--- config.mk ---
export PLATFORM = sky130hd
export DESIGN_NAME = verilog_bus_fifo
export DESIGN_NICKNAME = d
export VERILOG_FILES = /design/src/rtl/verilog_bus_fifo.sv
export SDC_FILE = /design/constraint.sdc
export NUM_CORES = 1
export LEC_CHECK = 0
export ABC_AREA = 1
export ABC_CLOCK_PERIOD_IN_PS = 5100
export BUFFER_PORTS_ARGS = -buffer_cell sky130_fd_sc_hd__buf_2
export CORE_MARGIN = 2
export CORE_UTILIZATION = 57
export CTS_CLUSTER_SIZE = 24
export DETAILED_ROUTE_END_ITERATION = 6
export PLACE_DENSITY = 0.83
export SETUP_SLACK_MARGIN = 0.3
export SLEW_MARGIN = 5
export SYNTH_ARGS = -nofsm -noshare
export SYNTH_HDL_FRONTEND = slang
export SYNTH_SLANG_ARGS = --single-unit
--- constraint.sdc ---
create_clock -name clk -period 5.1 [get_ports clk]
set_input_delay 0 -clock clk [delete_from_list [all_inputs] [get_ports clk]]
set_output_delay 0 -clock clk [all_outputs]
set_load 0.03 [all_outputs]
--- src/rtl/verilog_bus_fifo.sv ---
// First-word fall-through register FIFO with occupancy flags and count.
// Define VERILOG_BUS_FIFO_OVERFLOW_EN to enable the sticky overflow flag.
module verilog_bus_fifo #(
    parameter int unsigned WIDTH = 4,
    parameter int unsigned DEPTH = 4
) (
    input  logic                    clk,
    input  logic                    rst_n,
    input  logic                    in_valid,
    input  logic [WIDTH-1:0]        in_data,
    output logic                    in_ready,
    output logic                    out_valid,
    output logic [WIDTH-1:0]        out_data,
    input  logic                    out_ready,
    output logic [$clog2(DEPTH):0]  count,
    output logic                    full,
    output logic                    empty,
    output logic                    overflow
);

    localparam int unsigned PTR_W = $clog2(DEPTH);
    localparam int unsigned CNT_W = PTR_W + 1;

    logic [WIDTH-1:0] mem_q [DEPTH];
    logic [PTR_W-1:0] wr_ptr_q, wr_ptr_d;
    logic [PTR_W-1:0] rd_ptr_q, rd_ptr_d;
    logic [CNT_W-1:0] count_q, count_d;
    logic             full_q, full_d;
    logic             empty_q, empty_d;
    logic             push_c, pop_c;

    // Handshakes, pointer advance (DEPTH is a power of two so pointers wrap naturally)
    always_comb begin
        push_c   = in_valid & ~full_q;
        pop_c    = out_ready & ~empty_q;
        wr_ptr_d = wr_ptr_q;
        rd_ptr_d = rd_ptr_q;
        count_d  = count_q;
        if (push_c) begin
            wr_ptr_d = wr_ptr_q + PTR_W'(1);
        end
        if (pop_c) begin
            rd_ptr_d = rd_ptr_q + PTR_W'(1);
        end
        case ({push_c, pop_c})
            2'b10:   count_d = count_q + CNT_W'(1);
            2'b01:   count_d = count_q - CNT_W'(1);
            default: count_d = count_q;
        endcase
        full_d  = (count_d == CNT_W'(DEPTH));
        empty_d = (count_d == '0);
    end

    always_ff @(posedge clk or negedge rst_n) begin
        if (!rst_n) begin
            wr_ptr_q <= '0;
            rd_ptr_q <= '0;
            count_q  <= '0;
            full_q   <= 1'b0;
            empty_q  <= 1'b1;
        end else begin
            wr_ptr_q <= wr_ptr_d;
            rd_ptr_q <= rd_ptr_d;
            count_q  <= count_d;
            full_q   <= full_d;
            empty_q  <= empty_d;
        end
    end

    // Storage is intentionally not reset; only the pointers define validity
    always_ff @(posedge clk) begin
        if (push_c) begin
            mem_q[wr_ptr_q] <= in_data;
        end
    end

    assign out_data  = mem_q[rd_ptr_q];
    assign in_ready  = ~full_q;
    assign out_valid = ~empty_q;
    assign count     = count_q;
    assign full      = full_q;
    assign empty     = empty_q;

`ifdef VERILOG_BUS_FIFO_OVERFLOW_EN
    logic overflow_q;

    // Sticky: any word offered while full is lost, cleared only by reset
    always_ff @(posedge clk or negedge rst_n) begin
        if (!rst_n) begin
            overflow_q <= 1'b0;
        end else if (in_valid & full_q) begin
            overflow_q <= 1'b1;
        end
    end

    assign overflow = overflow_q;
`else
    assign overflow = 1'b0;
`endif

endmodule

## Word-level counts from Yosys, hierarchy flattened

Memory sizes are Yosys's and may differ from the RTL's.
Cells that the tools add are included.

- $add $sub $neg: 4
- Eq/ne operators: 3
- Muxes and demuxes: 3
- Bitwise operators: 4
- Reductions and logical operators: 1

Operator list:

| operator | count |
|---|---|
| case mux 3 bit (2 select lines) | 1 |
| adder 2 x 1 -> 2 bit (second input constant) | 2 |
| adder 3 x 1 -> 3 bit (second input constant) | 1 |
| == test 3 bit (second input constant) | 1 |
| zero test 3 bit | 1 |
| subtractor 3 x 1 -> 3 bit (second input constant) | 1 |
| bitwise AND 1 bit | 2 |
| == test 2 x 1 -> 1 bit (second input constant) | 1 |
| == test 2 bit (second input constant) | 1 |
| 2-to-1 mux 1 bit | 2 |
| NOT 1 bit | 2 |

- Flip-flop bits (word level): 9
- Bits in writable memories: 16
- Output and inout port bits: 12
- Word-level logic and storage cells: 21
- Memories: 1

Memories:

| memory | depth | bits a word | rd ports | clocked after Yosys merged registers in | wr ports | line | RTL |
|---|---|---|---|---|---|---|---|
| mem_q | 4 | 4 | 1 | 0 | 1 | 24 | `logic [WIDTH-1:0] mem_q [DEPTH];` |

## Depth between registers and ports, before layout

Gate-level depths: netlist of the first run.

- Word-level depth: 5
- Depth in mapped cells: 11
- Gate-level depth less buffers: 11

## Least setup slack after synthesis of the first run

OpenSTA, ideal clock, no wires.

- Kind: register -> register
- Start point: register full_q (netlist: full)
- End point: register full_q (netlist: full)
- Arrival: 1.937 ns
- Path slack: 3.090 ns
- Stages on the path, launching flop included: 10
- Buffers on the path: 0
- Clock period less this slack: 2.010 ns
- Cells stage by stage: dfrtp_1 > inv_1 > nand2_2 > ha_1 > inv_2 > fa_1 > nand2_1 > o21ai_2 > nand3_2 > a21oi_2

- Cells in the longest elaborated chain, start to end: 5
- Elaborated cells on any way between the ends: 6

RTL lines:

| element | line | RTL |
|---|---|---|
| start, declared | 28 | `logic full_q, full_d;` |
| start signal, assigned | 65 | `full_q <= full_d;` |
| NOT 1 bit * | - |  |
| named net in_ready | 11 | `output logic in_ready,` |
| bitwise AND 1 bit * | 34 | `push_c = in_valid & ~full_q;` |
| == test 2 x 1 -> 1 bit / == test 2 bit (equally long branches) | 45 | `case ({push_c, pop_c})` |
| case mux 3 bit (2 select lines) * | 45 |  |
| == test 3 bit * | 50 | `full_d = (count_d == CNT_W'(DEPTH));` |
| named net full_d | 28 |  |

The timed path passes the listed nets; every way through them passes the cells marked *.
A chain may end at the register's enable or synchronous reset.

## Final worst setup path of the first run

- Start point: register empty_q (netlist: empty)
- End point: register full_q (netlist: full)

- Cells in the longest elaborated chain, start to end: 5
- Elaborated cells on any way between the ends: 6

RTL lines:

| element | line | RTL |
|---|---|---|
| start, declared | 29 | `logic empty_q, empty_d;` |
| start signal, assigned | 66 | `empty_q <= empty_d;` |
| NOT 1 bit * | 35 | `pop_c = out_ready & ~empty_q;` |
| bitwise AND 1 bit * | 35 |  |
| == test 2 x 1 -> 1 bit / == test 2 bit (equally long branches) | 45 |  |
| case mux 3 bit (2 select lines) * | 45 |  |
| == test 3 bit * | 50 |  |
| named net full_d | 28 |  |

Marks and branches as above.

==> results.txt, run 1 <==
Status -> complete, no violations
Maxcap violations -> 0
Startpoint types -> register
RSZ-0062 raised after global routing -> no
First-pass GRT wire length -> 2690 um
Overflow after GRT -> 0
CP Buf/Inv Count -> 1
NumNets Final -> 138
CORE AREA -> 1900 sq um
Peak VDD IR -> 0.367 mV
Die Width -> 48.3 um
Vias per Instance -> 4.86
Post-DRT Antenna Nets -> 0
Avg Cell Area, Syn -> 11.4 sq um
#FFs+latches synth -> 25
Stages on worst setup path -> 8
Critical Path RT -> 5360 ps
Reg2Reg Depth -> 8
I/O Buffers -> 18
Slowest Stage Delay on Critical Path -> 490 ps
Max Fclk -> 568 MHz
Pre-antenna DRT Iters -> 4
Period Utilization, post-route -> 34.5%
Hold Vio Cnt, Final -> 0
Clk slew on worst S/H paths -> 130 ps
Minimum clock period -> 1760 ps
RePlAce Congestion -> 0.736
Max-slew violations -> 0
Area leader, netlist -> edfxtp_1
Sequential cell area -> 707 sq um
Library cells used by synthesis -> 22
Clock Path Buffers -> 2
Area of the multi-input gates -> 328 sq um
Synth top area share -> 43.0%
Number of DRC markers in iteration 0 -> 12
Hold Path Class -> in2reg
Syn. warnings -> 0
Pin count of the biggest net entering global routing -> 15
Die Ht -> 48.3 um
Ports -> 20
Share of flip-flops with an asynchronous set or reset -> 36.0%
Post-synthesis cell count -> 98
Setup TNS -> 0 ps
Crit Path Category -> reg2reg
DRC viols -> 0
Via Count -> 729
Setup Skew -> 3.97 ps
Most used flip-flop cell after synthesis -> edfxtp_1
Post-synth EDFFs -> 16
Drt total wl -> 1760 um
Crit end category -> register
Share of cells above drive strength 1 -> 26.8%
TritonCTS buffer count -> 3
Leakage -> 0.580 nW
Clk Latency, worst-skew pair -> 320 ps
Critical Path AT -> 2020 ps
Worst hold stages -> 3
Final setup viols -> 0
Die area -> 2330 sq um
Total power divided by cell area -> 607 nW/um^2
Initial antenna violation count -> 0
CP max-delay cell -> fa_1
Seq/Total Area, Yosys -> 63.3%
Post-Layout Cell Count -> 150
Post-Place Cells -> 141
Synth Net Count -> 112
CP max FO -> 3
Clock root buffer -> clkbuf_4
Antenna Cells -> 0
Cell family with most CP delay -> adder cells
CTS Sinks -> 25
Number of global-route vias before repair -> 627
Fill count -> 144
Initial Utilization -> 58.8%
Worst-path cell chain -> nor2_2 -> ha_1 -> inv_2 -> fa_1 -> nand2_1 -> o21ai_2 -> nand3_2 -> a21oi_2
GRT Total Usage -> 17.1%
Synthesized area -> 1120 sq um
CTS tree -> done
H-tree depth -> 1
WL/cell -> 11.7 um
Syn-to-layout area delta -> 16.7%
Num rows -> 16
Post-CTS resize count -> 0
Area contributors post-synth -> edfxtp_1 43%, dfrtp_1 18%, ha_1 5.6%
Detailed Place HPWL -> 1280 um
where the power goes:
group	total, mW	internal [mW]	switching, mW
clock	0.0873	0.0294	0.0579
sequential	0.322	0.280	0.0420
combinational	0.383	0.118	0.265
worst min-delay path, cell delays in order:
cell and delay [ps]:
buf_2 100, nand2_2 140, xor2_1 80
per-layer routing:
metal  share of wire (%)  global-route usage [%]  up-vias
met5                   0                       0        -
li1                    -                       -      366
met2                  48                    26.6       16
met3                 3.0                    3.33        4
met4                 1.6                    8.11        0
met1                  47                    23.0      343
what timing repair did:
item	CTS	global route
hold buffers	5	0
endpoints found under the hold margin	25	0
buffers inserted	0	0
worst paths after layout:
check                         start     endpoint  slack, ps
setup / recovery              empty         full       3340
hold / removal             in_valid  wr_ptr_q[0]         30
setup reg to reg              empty         full       3340
hold reg to reg            count[2]        empty        550
max in group asynchronous     rst_n        empty       4810
min in group asynchronous     rst_n  wr_ptr_q[0]         40
state kept, by name (all words and copies together) (netlist names):
signal / count
mem_q: 16
wr_ptr_q: 2
full: 1
empty: 1
rd_ptr_q: 2
count: 3
cell usage after synthesis, types with 2 or more instances:
| cell type | number |
|---|---|
| inv_2 | 2 |
| ha_1 | 5 |
| dfrtp_1 | 8 |
| o22ai_1 | 4 |
| o21ai_0 | 8 |
| edfxtp_1 | 16 |
| buf_4 | 2 |
| xor2_1 | 3 |
| inv_1 | 16 |
| nor2_2 | 2 |
| nand2_2 | 3 |
| nor2_1 | 13 |
| nand2_1 | 7 |
cell families (layout without fill, tap and decap cells):
logic type	Yosys count	count (layout)	synth area share (%)
AOI/OAI and AO/OA	15	15	7.84
xor gates and xnor gates	3	3	2.35
adders and majority gates	6	6	7.39
buffers and inverters	20	45	7.39
DFF	25	25	63.3
other	1	1	0.336
and+or+nand+nor	28	28	11.4
placed cells by master (no fill, tap or decap), drive strengths merged, types with 3 or more instances in the layout:
| master | instances |
|---|---|
| inv | 18 |
| o21ai | 9 |
| clkbuf | 3 |
| edfxtp | 16 |
| ha | 5 |
| xor2 | 3 |
| nand2 | 10 |
| dfrtp | 8 |
| dlygate4sd3 | 5 |
| o22ai | 4 |
| nor2 | 15 |
| buf | 18 |
per-stage QoR:
step	hold WS [ps]	setup slack, ps	total power [mW]	area, sq um	util, %
after detailed placement	-141	3370	0.711	1230	64.5
after CTS	35.8	3330	0.800	1300	68.6
after global placement	-138	3430	0.694	1230	64.5
after floorplan	-296	3090	0.614	1120	-
after global routing	47.0	3190	0.860	1300	68.6
final	34.9	3340	0.792	1300	68.6
layout make-up:
cell class	count	area share, %
Multi-Input combinational cell	53	25.1
Sequential cell	25	54.2
Timing Repair Buffer	23	10.7
Tap cell	27	2.59
Clock inverter	1	0.384
Clock buffer	3	1.73
Inverter	18	5.18
Note: power is estimated with default switching activity, not from simulation.
==> inputs of run 2 (changes only) <==
Settings changed: ABC_AREA 1 to 0, ABC_CLOCK_PERIOD_IN_PS 5100 to 1600, CORE_UTILIZATION 57 to 48, PLACE_DENSITY 0.83 to 0.75.
Clock period 5.1 ns to 1.6 ns, I/O delays scaled along.
==> run 2 against run 1 <==
Combinational power grew to 3.6 times the previous value. The flow now finishes with violations (negative setup slack). Clock skew grew 3.4 ps. Sequential cell count is the same. Largest cell class unchanged. First-iteration DRC count shrank 25%. Register-to-register slack lost 3600 ps. Die area grew 15%. Total power grew to 3.3 times the previous value. Largest power group unchanged.
==> results.txt, run 2 <==
Status -> complete, but fails checks
Failing checks -> negative setup slack
Ports -> 20
Most used flip-flop cell after synthesis -> edfxtp_1
CORE AREA -> 2190 sq um
WL/cell -> 14.3 um
First-pass GRT wire length -> 2930 um
H-tree depth -> 1
Period Utilization, post-route -> 116%
Clk slew on worst S/H paths -> 130 ps
Max Fclk -> 537 MHz
Seq/Total Area, Yosys -> 64.4%
Max FFs per register -> 16
Die Width -> 51.8 um
Area leader, netlist -> edfxtp_1
Avg Cell Area, Syn -> 15.5 sq um
Reg2Reg Depth -> 8
Count leader, synth -> edfxtp_1
Crit end category -> register
Overflow after GRT -> 0
Area of the multi-input gates -> 392 sq um
Antenna Cells -> 0
TritonCTS buffer count -> 3
Max-slew violations -> 0
Leakage -> 0.619 nW
Critical Path RT -> 1820 ps
RSZ-0062 raised after global routing -> yes
Biggest register -> mem_q
DRC viols -> 0
Die area -> 2690 sq um
Post-DRT Antenna Nets -> 0
Library cells used by synthesis -> 22
Peak VDD IR -> 1.20 mV
Synthesized area -> 1100 sq um
Clock root buffer -> clkbuf_4
Total power divided by cell area -> 1810 nW/um^2
Crit Path Category -> reg2reg
Vias per Instance -> 4.83
Clk Latency, worst-skew pair -> 320 ps
Syn. warnings -> 0
Setup slack after placement -> -273 ps
Synth top area share -> 43.7%
GRT Total Usage -> 16.4%
Clock Path Buffers -> 2
Pre-antenna DRT Iters -> 4
NumNets Final -> 123
Fill count -> 150
CTS Sinks -> 25
Post-synth top cells -> 16 x edfxtp_1, 9 x inv_1, 8 x dfrtp_1, 5 x ha_1
Tot Pwr -> 2.65 mW
CTS tree -> done
Minimum clock period -> 1860 ps
Syn-to-layout area delta -> 33.5%
Sequential cell area -> 709 sq um
Leading cell type in the layout, fill and taps excluded -> edfxtp_1
Hold Path Class -> in2async
Pin count of the biggest net entering global routing -> 14
Setup Skew -> 7.34 ps
Num rows -> 17
Via Count -> 657
Drt total wl -> 1950 um
Critical Path AT -> 2080 ps
RePlAce Congestion -> 0.780
Fin worst setup slack -> -263 ps
Most frequent cells in the layout -> 16 x edfxtp_1, 14 x buf_2, 11 x buf_4
Maxcap violations -> 0
Number of global-route vias before repair -> 620
Die Ht -> 51.8 um
I/O Buffers -> 18
Share of flip-flops with an asynchronous set or reset -> 36.0%
Number of DRC markers in iteration 0 -> 9
Synth Net Count -> 85
Area contributors post-synth -> edfxtp_1 44%, dfrtp_1 18%, mux4_2 8.2%
Initial Utilization -> 50.1%
Final setup viols -> 3
Post-synthesis cell count -> 71
Hold Vio Cnt, Final -> 0
Initial antenna violation count -> 0
#FFs+latches synth -> 25
Share of cells above drive strength 1 -> 49.1%
CP max FO -> 2
Detailed Place HPWL -> 1300 um
Post-synth EDFFs -> 16
Startpoint types -> register
-- run 2: cell types whose count changed after synthesis, moves of 5 or more --
cell and change:
o21ai_0 -7, nor2_1 -10, nand2_1 -5, inv_1 -7
-- run 2: cell type report --
cell class / count / share of cell area (%)
inverter: 9 / 2.30
timing repair buffer: 36 / 18.4
multi-input combinational: 34 / 26.7
tap: 28 / 2.39
sequential: 25 / 48.4
clock buffer: 4 / 1.79
-- run 2: kinds of logic (layout without fill, tap and decap cells) --
family / count (synthesis) / after routing / synth area share, %
flip-flops: 25 / 25 / 64.4
AND/OR/NAND/NOR: 12 / 12 / 5.92
buffers and inverters: 12 / 49 / 5.12
adder cells (fa/ha/maj): 6 / 6 / 7.52
XOR/XNOR: 6 / 6 / 4.78
multiplexers: 5 / 5 / 9.11
AO/OA/AOI/OAI: 4 / 4 / 2.85
other: 1 / 1 / 0.341
-- run 2: worst paths after layout --
| path | from | end | slack [ps] |
|---|---|---|---|
| max | full | full | -260 |
| min | rst_n | count[1] | 40 |
| max reg2reg | full | full | -260 |
| min reg2reg | count[2] | empty | 470 |
| max in group asynchronous | rst_n | empty | 1310 |
| min in group clk | out_ready | count[0] | 210 |
-- run 2: repair_timing --
action	4_1_cts	5_1_grt
pin swaps	2	7
hold endpoints to repair	25	0
resized for setup	19	6
setup buffers	3	3
hold buffers	5	0
endpoints found under the setup margin	24	23
-- run 2: per-stage QoR --
stage / instances / hold WS (ps) / setup TNS, ps / util (%) / instance area (sq um)
2_1_floorplan: 71 / -296 / -925 / - / 1120
3_3_place_gp: 121 / -141 / -522 / 58.0 / 1270
3_5_place_dp: 121 / -136 / -677 / 58.0 / 1270
4_1_cts: 133 / 40.2 / -547 / 64.6 / 1420
5_1_grt: 136 / 68.5 / -739 / 66.9 / 1470
6_report: 136 / 39.9 / -556 / 66.9 / 1470
-- run 2: worst max-delay path, cell delays in order, from the launching register on --
cell       delay (ps)
dfrtp_2           430
nor2b_2           150
inv_2              60
ha_4              160
inv_2              50
fa_2              430
and3b_1           190
a32oi_1           200
o2bb2ai_1          80
-- run 2: where the power goes --
part | total (mW) | leakage, nW | switching [mW] | internal (mW)
Sequential | 1.02 | 0.250 | 0.133 | 0.886
Combinational | 1.36 | 0.354 | 0.709 | 0.648
Clock | 0.275 | 0.0150 | 0.177 | 0.0976
-- run 2: layer usage --
| metal | vias to the layer above | track usage (%) | wire [um] |
|---|---|---|---|
| met5 | - | 0 | 0 |
| met4 | 0 | 11.8 | 50 |
| met3 | 4 | 2.59 | 59 |
| met2 | 14 | 26.8 | 1010 |
| met1 | 322 | 19.6 | 827 |
| li1 | 317 | - | - |
==> inputs of run 3 (changes only) <==
Settings changed: CELL_PAD_IN_SITES_DETAIL_PLACEMENT from default to 0, CELL_PAD_IN_SITES_GLOBAL_PLACEMENT from default to 1, CORE_UTILIZATION 48 to 39, HOLD_SLACK_MARGIN from default to 0.05, PLACE_DENSITY 0.75 to 0.74.
==> run 3 against run 2 <==
The flow still finishes with violations (negative setup slack). Register-to-register slack barely moved. Global-route usage fell by 3.8 points. Cell area rose by 1.0%. Combinational power barely moved. Wire length fell by 5.8%. Non-clock buffer count rose by 2.
==> results.txt, run 3 (synthesis gave the netlist of run 2 again) <==
TritonCTS buffer count -> 3
Pre-antenna DRT Iters -> 4
Share of power burned in registers -> 38.5%
CP max FO -> 2
Share of cells above drive strength 1 -> 49.1%
Number of global-route vias before repair -> 659
Hold Vio Cnt, Final -> 0
Antenna Cells -> 0
Period Utilization, post-route -> 117%
Syn-to-layout area delta -> 34.9%
Biggest register -> mem_q
RePlAce Congestion -> 0.667
Startpoint types -> register
Vias per Instance -> 4.50
Ports -> 20
Crit end category -> register
Clk Latency, worst-skew pair -> 300 ps
Die Width -> 57.1 um
Max FFs per register -> 16
Leakage -> 0.632 nW
Die Ht -> 57.1 um
Status -> complete, but fails checks
Final setup viols -> 3
Placed inst area -> 1270 sq um
Slowest Stage Delay on Critical Path -> 450 ps
Detailed Place HPWL -> 1210 um
Fill count -> 234
RSZ-0062 raised after global routing -> yes
Most frequent cells in the layout -> 16 x edfxtp_1, 14 x buf_2, 13 x buf_4
Failing checks -> negative setup slack
NumNets Final -> 125
DRC viols -> 0
Overflow after GRT -> 0
Cell family with most CP delay -> adder cells
Post-Layout Cell Count -> 141
Hold Path Class -> in2reg
H-tree depth -> 1
Maxcap violations -> 0
Tot Pwr -> 2.64 mW
Worst hold slack -> 199 ps
Max Fclk -> 536 MHz
CORE AREA -> 2710 sq um
CTS Sinks -> 25
Max-slew violations -> 0
Clock Path Buffers -> 2
Internal power -> 1.65 mW
Peak VDD IR -> 1.15 mV
Final core utilization -> 54.7%
Setup Skew -> 4.52 ps
Post-DRT Antenna Nets -> 0
Psw -> 0.992 mW
Number of DRC markers in iteration 0 -> 14
Leading cell type in the layout, fill and taps excluded -> edfxtp_1
Setup TNS -> -547 ps
CTS tree -> done
Clock power frac -> 10.2%
Clock root buffer -> clkbuf_4
CP max-delay cell -> dfrtp_2
Pin count of the biggest net entering global routing -> 14
GRT Total Usage -> 12.6%
Post-Place Cells -> 124
Clk slew on worst S/H paths -> 130 ps
Fin area -> 1480 sq um
Critical Path RT -> 1800 ps
Drt total wl -> 1830 um
Total power divided by cell area -> 1780 nW/um^2
Minimum clock period -> 1870 ps
I/O Buffers -> 18
Setup slack after placement -> -261 ps
Critical Path AT -> 2070 ps
Via Count -> 635
First-pass GRT wire length -> 3060 um
Net Sw Frac -> 37.6%
WL/cell -> 13.0 um
Worst-path cell chain -> nor2b_4 -> inv_2 -> ha_4 -> inv_2 -> fa_1 -> and3b_2 -> a32oi_2 -> o2bb2ai_1
Die area -> 3260 sq um
Num rows -> 19
Initial Utilization -> 40.5%
Fin worst setup slack -> -267 ps
Combinational Power Share -> 51.3%
CP most frequent cell -> inv_2
Crit Path Category -> reg2reg
CP Buf/Inv Count -> 2
Initial antenna violation count -> 0
==> run 3: changes by cell type in the layout (fill, tap and decap cells not counted), sizes merged <==
cell	previous run	this run
dlygate4sd3	5	6
buf	31	32
==> run 3: final cells by class <==
type,count,area [sq um],share of cell area (%)
Tap cell,31,38.8,2.62
Sequential cell,25,709,47.9
Clock buffer,4,26.3,1.77
Inverter,9,33.8,2.28
Timing Repair Buffer,38,284,19.2
Multi-Input combinational cell,34,389,26.3
==> run 3: final timing paths <==
kind	startpoint	end	slack, ps	cells after the start
min	out_ready	count[0]	200	4
max reg2reg	full	full	-270	8
min reg2reg	count[2]	empty	480	1
max in group asynchronous	rst_n	empty	760	3
min in group asynchronous	rst_n	rd_ptr_q[1]	590	3
max	full	full	-270	8
==> run 3: repair_timing <==
action,4_1_cts,5_1_grt
cloned,0,0
hold buffers,5,1
hold endpoints to repair,25,8
setup buffers,3,4
resized for setup,20,4
pin swaps,2,4
endpoints found under the setup margin,24,24
==> run 3: metal layers <==
metal / global-route usage (%) / part of all wire, % / wire length [um] / up-vias
met5: 0 / 0 / 0 / -
met4: 6.98 / 1.5 / 27 / 0
met3: 1.59 / 2.0 / 36 / 2
met2: 19.5 / 52 / 949 / 7
met1: 17.2 / 45 / 818 / 309
li1: - / - / - / 317
==> run 3: power by group through the flow <==
| stage | clock network (mW) | registers (mW) | logic, mW |
|---|---|---|---|
| after CTS | 0.275 | 1.02 | 1.32 |
| final | 0.269 | 1.02 | 1.36 |
| after global routing | 0.301 | 1.05 | 1.48 |
| after floorplan | 0 | 1.09 | 0.742 |
| after detailed placement | 0 | 1.04 | 1.08 |
| after global placement | 0 | 1.03 | 1.08 |
==> run 3: worst min-delay path, delay by kind of cell <==
family	cells	cell delay, ps
simple gates	1	160
xor+xnor	1	60
buf+inv	1	80
fa+ha+maj	1	180
